$ cat src/rtl/spi_pkg.sv
// Shared types and constants for the SPI slave that fronts the single-port RAM.
package spi_pkg;

    localparam int RX_W_DEF = 10;
    localparam int TX_W_DEF = 8;

    // Top two bits of every received word tell the RAM what to do with it
    localparam logic [1:0] WR_ADDR = 2'b00;
    localparam logic [1:0] WR_DATA = 2'b01;
    localparam logic [1:0] RD_ADDR = 2'b10;
    localparam logic [1:0] RD_DATA = 2'b11;

    typedef enum logic [2:0] {
        IDLE,
        CHK_CMD,
        WRITE,
        READ_ADD,
        READ_DATA
    } state_t;

    function automatic logic is_data_state(input state_t s);
        return (s == WRITE) || (s == READ_ADD) || (s == READ_DATA);
    endfunction

endpackage

$ cat src/rtl/spi_rx_shifter.sv
// Serial-to-parallel shifter: collects RX_W MOSI bits MSB first and strobes the word out once.
module spi_rx_shifter #(
    parameter int RX_W = 10
) (
    input  logic            clk,
    input  logic            rst_n,
    input  logic            clear,
    input  logic            enable,
    input  logic            mosi,
    output logic [RX_W-1:0] rx_data,
    output logic            rx_valid,
    output logic            word_done
);

    localparam logic [3:0] LAST_CNT = 4'(RX_W);
    localparam logic [3:0] DONE_CNT = 4'(RX_W + 1);

    logic [RX_W-1:0] shift_q;
    logic [3:0]      bit_cnt;

    assign word_done = enable && !clear && (bit_cnt == LAST_CNT);

    // Counter parks at DONE_CNT after the strobe so a held frame never re-strobes
    always_ff @(posedge clk) begin
        if (!rst_n) begin
            shift_q  <= '0;
            bit_cnt  <= '0;
            rx_data  <= '0;
            rx_valid <= 1'b0;
        end else begin
            rx_valid <= 1'b0;
            if (clear) begin
                shift_q <= '0;
                bit_cnt <= '0;
            end else if (enable) begin
                if (bit_cnt < LAST_CNT) begin
                    shift_q <= {shift_q[RX_W-2:0], mosi};
                    bit_cnt <= bit_cnt + 4'd1;
                end else if (bit_cnt == LAST_CNT) begin
                    rx_data  <= shift_q;
                    rx_valid <= 1'b1;
                    bit_cnt  <= DONE_CNT;
                end
            end
        end
    end

endmodule

$ cat src/rtl/spi_slave.sv
// SPI slave front end for a single-port RAM: command decode FSM, read-address
// tracking and MISO serialisation of the byte the RAM returns.
module spi_slave
    import spi_pkg::*;
#(
    parameter int RX_W = RX_W_DEF,
    parameter int TX_W = TX_W_DEF
) (
    input  logic            clk,
    input  logic            rst_n,
    input  logic            SS_n,
    input  logic            MOSI,
    output logic            MISO,
    output logic [RX_W-1:0] rx_data,
    output logic            rx_valid,
    input  logic [TX_W-1:0] tx_data,
    input  logic            tx_valid
);

    localparam int              TXC_W   = $clog2(TX_W + 1);
    localparam logic [TXC_W-1:0] TX_LAST = TXC_W'(TX_W);

    state_t            state;
    logic              rd_addr_flag;
    logic [TX_W-1:0]   tx_byte;
    logic [TXC_W-1:0]  tx_cnt;
    logic              waiting;
    logic              sending;
    logic              shift_en;
    logic              shift_clr;
    logic              word_done;

    assign shift_en  = is_data_state(state);
    assign shift_clr = SS_n || !is_data_state(state);

    spi_rx_shifter #(
        .RX_W(RX_W)
    ) u_rx_shifter (
        .clk      (clk),
        .rst_n    (rst_n),
        .clear    (shift_clr),
        .enable   (shift_en),
        .mosi     (MOSI),
        .rx_data  (rx_data),
        .rx_valid (rx_valid),
        .word_done(word_done)
    );

    // Deselect ends any frame; the read flag only drops if the byte fully went out
    always_ff @(posedge clk) begin
        if (!rst_n) begin
            state        <= IDLE;
            rd_addr_flag <= 1'b0;
            tx_byte      <= '0;
            tx_cnt       <= '0;
            waiting      <= 1'b0;
            sending      <= 1'b0;
            MISO         <= 1'b0;
        end else if (SS_n) begin
            if (sending && (tx_cnt == TX_LAST)) begin
                rd_addr_flag <= 1'b0;
            end
            state   <= IDLE;
            tx_cnt  <= '0;
            waiting <= 1'b0;
            sending <= 1'b0;
            MISO    <= 1'b0;
        end else begin
            case (state)
                IDLE: state <= CHK_CMD;
                CHK_CMD: begin
                    if (!MOSI) begin
                        state <= WRITE;
                    end else if (rd_addr_flag) begin
                        state <= READ_DATA;
                    end else begin
                        state <= READ_ADD;
                    end
                end
                WRITE: begin
                end
                READ_ADD: begin
                    if (word_done) begin
                        rd_addr_flag <= 1'b1;
                    end
                end
                READ_DATA: begin
                    // MSB goes out straight from tx_data so it appears the cycle after capture
                    if (word_done) begin
                        waiting <= 1'b1;
                    end else if (waiting && tx_valid) begin
                        tx_byte <= tx_data;
                        MISO    <= tx_data[TX_W-1];
                        tx_cnt  <= TXC_W'(1);
                        waiting <= 1'b0;
                        sending <= 1'b1;
                    end else if (sending) begin
                        if (tx_cnt != TX_LAST) begin
                            MISO    <= tx_byte[TX_W-2];
                            tx_byte <= tx_byte << 1;
                            tx_cnt  <= tx_cnt + TXC_W'(1);
                        end else begin
                            MISO         <= 1'b0;
                            sending      <= 1'b0;
                            rd_addr_flag <= 1'b0;
                        end
                    end
                end
                default: state <= IDLE;
            endcase
        end
    end

endmodule

$ cat config.mk
export PLATFORM = sky130hd
export DESIGN_NAME = spi_slave
export DESIGN_NICKNAME = d
export VERILOG_FILES = /design/src/rtl/spi_pkg.sv /design/src/rtl/spi_rx_shifter.sv /design/src/rtl/spi_slave.sv
export SDC_FILE = /design/constraint.sdc
export NUM_CORES = 1
export LEC_CHECK = 0
export CAP_MARGIN = 20
export CORE_MARGIN = 5
export CORE_UTILIZATION = 55
export CTS_CLUSTER_DIAMETER = 30
export DETAILED_ROUTE_END_ITERATION = 6
export DONT_BUFFER_PORTS = 1
export HOLD_SLACK_MARGIN = 0.05
export PLACE_DENSITY = 0.76
export SYNTH_ARGS = -nofsm -noshare
export SYNTH_HDL_FRONTEND = slang
export SYNTH_SLANG_ARGS = --single-unit
$ cat constraint.sdc
create_clock -name clk -period 1.74 [get_ports clk]
set_input_delay 0.348 -clock clk [delete_from_list [all_inputs] [get_ports clk]]
set_output_delay 0.348 -clock clk [all_outputs]
set_load 0.01 [all_outputs]
==> impl_metrics.py <==
metrics = {
    "cts": {
        "clock_latency_ns": 0.36,
        "htree_levels": 2,
        "postCtsHoldBufs": 0,
        "cts_tree": "built",
        "clkSinkCount": 43,
        "cts_buffers": 5,
        "clock_path_buffers": 2,
        "root_buffer": "clkbuf_4",
        "clkTransAtPathRegs_ns": 0.13,
    },
    "synthesis": {
        "ys_seq_area_share_pct": 43.2,
        "synthCells": 215,
        "synth_top_flop_cell": "dfxtp_1",
        "synth_edf_count": 0,
        "synth_area_per_cell_um2": 9.28,
        "synth.ff_latch_count": 43,
        "synth_warnings": 0,
        "syn_area_um2": 1990,
        "synth_cell_types": 45,
        "async_flop_share_pct": 0,
        "synth_nets": 232,
    },
    "drt": {
        "viasPerCell": 5.65,
        "drt_iter0_markers": 69,
        "first_pass_iters": 4,
        "wl_per_cell_um": 14.7,
        "drc_errors": 0,
        "vias": 1555,
        "routed_wl_um": 4040,
        "antenna_left": 0,
    },
    "critical_path": {
        "crit_path_top_delay_cell": "or4_4",
        "ff2ff_setup_slack_ns": 0.09,
        "ff2ff_path_depth": 5,
        "path_cells": "buf_4 -> or4_4 -> nor2_8 -> mux2i_1 -> nor2b_1",
        "r2r-start": "u_rx_shifter.bit_cnt[0]",
        "crit_buf_inv": 1,
        "start_kind": "register",
        "critPathCaptureType": "register",
        "crit_type": "register to register",
        "path_delay_family": "simple AND/OR/NAND/NOR gates",
        "worstSetupEndpoint": "u_rx_shifter.rx_data[8]",
        "path_depth": 5,
        "crit_path_max_fanout": 10,
        "cp_data_arrival_time_ns": 1.91,
        "required_ns": 2.00,
        "max_stage_delay_ns": 0.55,
        "critPathLaunch": "u_rx_shifter.bit_cnt[0]",
        "r2r-end": "u_rx_shifter.rx_data[8]",
    },
    "floorplan": {
        "initial_core_util_pct": 58.4,
        "core_area_um2": 3420,
        "ios": 25,
        "die_w_um": 70.2,
        "die_area_um2": 4930,
        "rows": 21,
        "die_y_um": 70.2,
    },
    "worst_hold_path": {
        "min_from": "rst_n",
        "holdCritPathClass": "primary input to register",
    },
    "place": {
        "place.port_buffers": 0,
        "globalplace.congestion": 0.803,
        "hpwl_um": 2790,
        "post-place-ws_ns": 0.0293,
    },
    "timing": {
        "final-hold-violation-count": 0,
        "period_needed_ns": 1.65,
        "fin_ws_ns": 0.0907,
        "finalCritPeriodShare_pct": 94.8,
        "clock_skew_ns": 0.00490,
        "setup_viol": 0,
        "slew_headroom_pct": 67.8,
        "final_max_slew_viol_count": 0,
        "max_freq_mhz": 606,
        "max_slew.worst_pin.slew_ns": 0.470,
    },
    "cells_and_area": {
        "drive_above_1_share_pct": 24.0,
        "nets": 245,
        "syn_to_final_growth_pct": 11.7,
        "layout_commonest_cell": "nand2_1",
        "fillers": 271,
        "diodes": 0,
        "final_cell_mix": "nand2_1 (41), dfxtp_1 (39), buf_4 (14)",
    },
    "grt": {
        "grt_pass1_vias": 1515,
        "grt_first_pass_wirelength_um": 6710,
        "grt_max_degree": 20,
        "antenna_found_initial": 0,
        "overflow": 0,
        "track_usage_pct": 16.9,
    },
    "run_status": {
        "run_status": "finished clean",
    },
    "power": {
        "power_density_nw_per_um2": 751,
        "vdd_drop_max_mv": 0.525,
        "p_total_uw": 1670,
        "leakage_uw": 0.000794,
    },
    "flow_run": {
        "cap_violations": 0,
    },
}
## power breakdown
group	internal, uW	switching, uW
logic	20.7	21.2
clock network	302	336
registers	989	4.13
## per-stage QoR
| stage | TNS [ns] | hold slack (ns) | instance area, um2 | std cells | util [%] |
|---|---|---|---|---|---|
| after floorplan | 0 | 0.440 | 1990 | 215 | - |
| after global placement | 0 | 0.452 | 2100 | 266 | 61.6 |
| after detailed placement | 0 | 0.457 | 2100 | 266 | 61.6 |
| after CTS | 0 | 0.0919 | 2190 | 274 | 64.0 |
| after global routing | -0.0896 | 0.0803 | 2230 | 275 | 65.2 |
| final | 0 | 0.101 | 2230 | 275 | 65.2 |
## timing repair
item / CTS / global route
endpoints found under the setup margin: 1 / 22
endpoints found under the hold margin: 0 / 0
cloned: 0 / 0
buffers inserted: 0 / 1
gates resized for setup: 1 / 9
## routing by layer
metal | vias to the layer above | track usage (%) | share of wire [%]
met5 | - | 0 | 0
met4 | 0 | 5.74 | 0.50
met3 | 2 | 6.17 | 5.4
met2 | 37 | 28.3 | 51
met1 | 754 | 19.8 | 43
li1 | 762 | - | -
## cell usage after synthesis, types with 2 or more instances
library cell | number | area (um2)
nor2b_1 | 12 | 75.1
nor4_1 | 2 | 12.5
inv_1 | 5 | 18.8
nand2b_1 | 2 | 12.5
nand3_2 | 4 | 40.0
a21oi_1 | 9 | 45.0
nand3b_1 | 2 | 15.0
xnor2_1 | 2 | 17.5
o211a_1 | 6 | 60.1
buf_6 | 2 | 22.5
a21oi_2 | 10 | 87.6
clkbuf_1 | 6 | 22.5
nor2_1 | 13 | 48.8
nor3_1 | 6 | 30.0
nand2_1 | 41 | 154
mux2i_1 | 13 | 130
ha_1 | 4 | 50.1
nand3_1 | 6 | 30.0
dfxtp_1 | 43 | 861
o21ai_0 | 2 | 10.0
## how the worst min path moves through the flow
stage / end / cells past startpoint
finish: tx_byte[6] / 1
global route: tx_byte[5] / 1
CTS: tx_byte[3] / 1
detailed placement: u_rx_shifter.shift_q[9] / 2
global placement: u_rx_shifter.shift_q[9] / 2
floorplan: u_rx_shifter.shift_q[9] / 2
## flip-flops by register name (all words and copies together) (netlist names)
signal                 count
u_rx_shifter.bit_cnt       4
u_rx_shifter.rx_valid      1
MISO                       1
u_rx_shifter.rx_data      10
sending                    1
u_rx_shifter.shift_q      10
tx_byte                    7
rd_addr_flag               1
tx_cnt                     4
state                      3
waiting                    1
## layout make-up
type	count	area, um2	area share, %
multi-input combinational	156	1060	47.8
sequential	43	866	38.9
timing repair buffer	16	136	6.12
tap	46	57.6	2.58
clock inverter	3	43.8	1.97
clock buffer	5	37.5	1.68
inverter	6	22.5	1.01
## logic make-up after synthesis
kind of cell / after synthesis / share of synthesized area [%]
AO/OA/AOI/OAI: 37 / 14.7
XOR/XNOR: 2 / 0.878
adder cells (fa/ha/maj): 4 / 2.51
buffers and inverters: 16 / 4.77
flip-flops: 43 / 43.2
multiplexers: 13 / 6.52
AND/OR/NAND/NOR: 100 / 27.4
No activity file was read; power rests on OpenSTA's default activity.
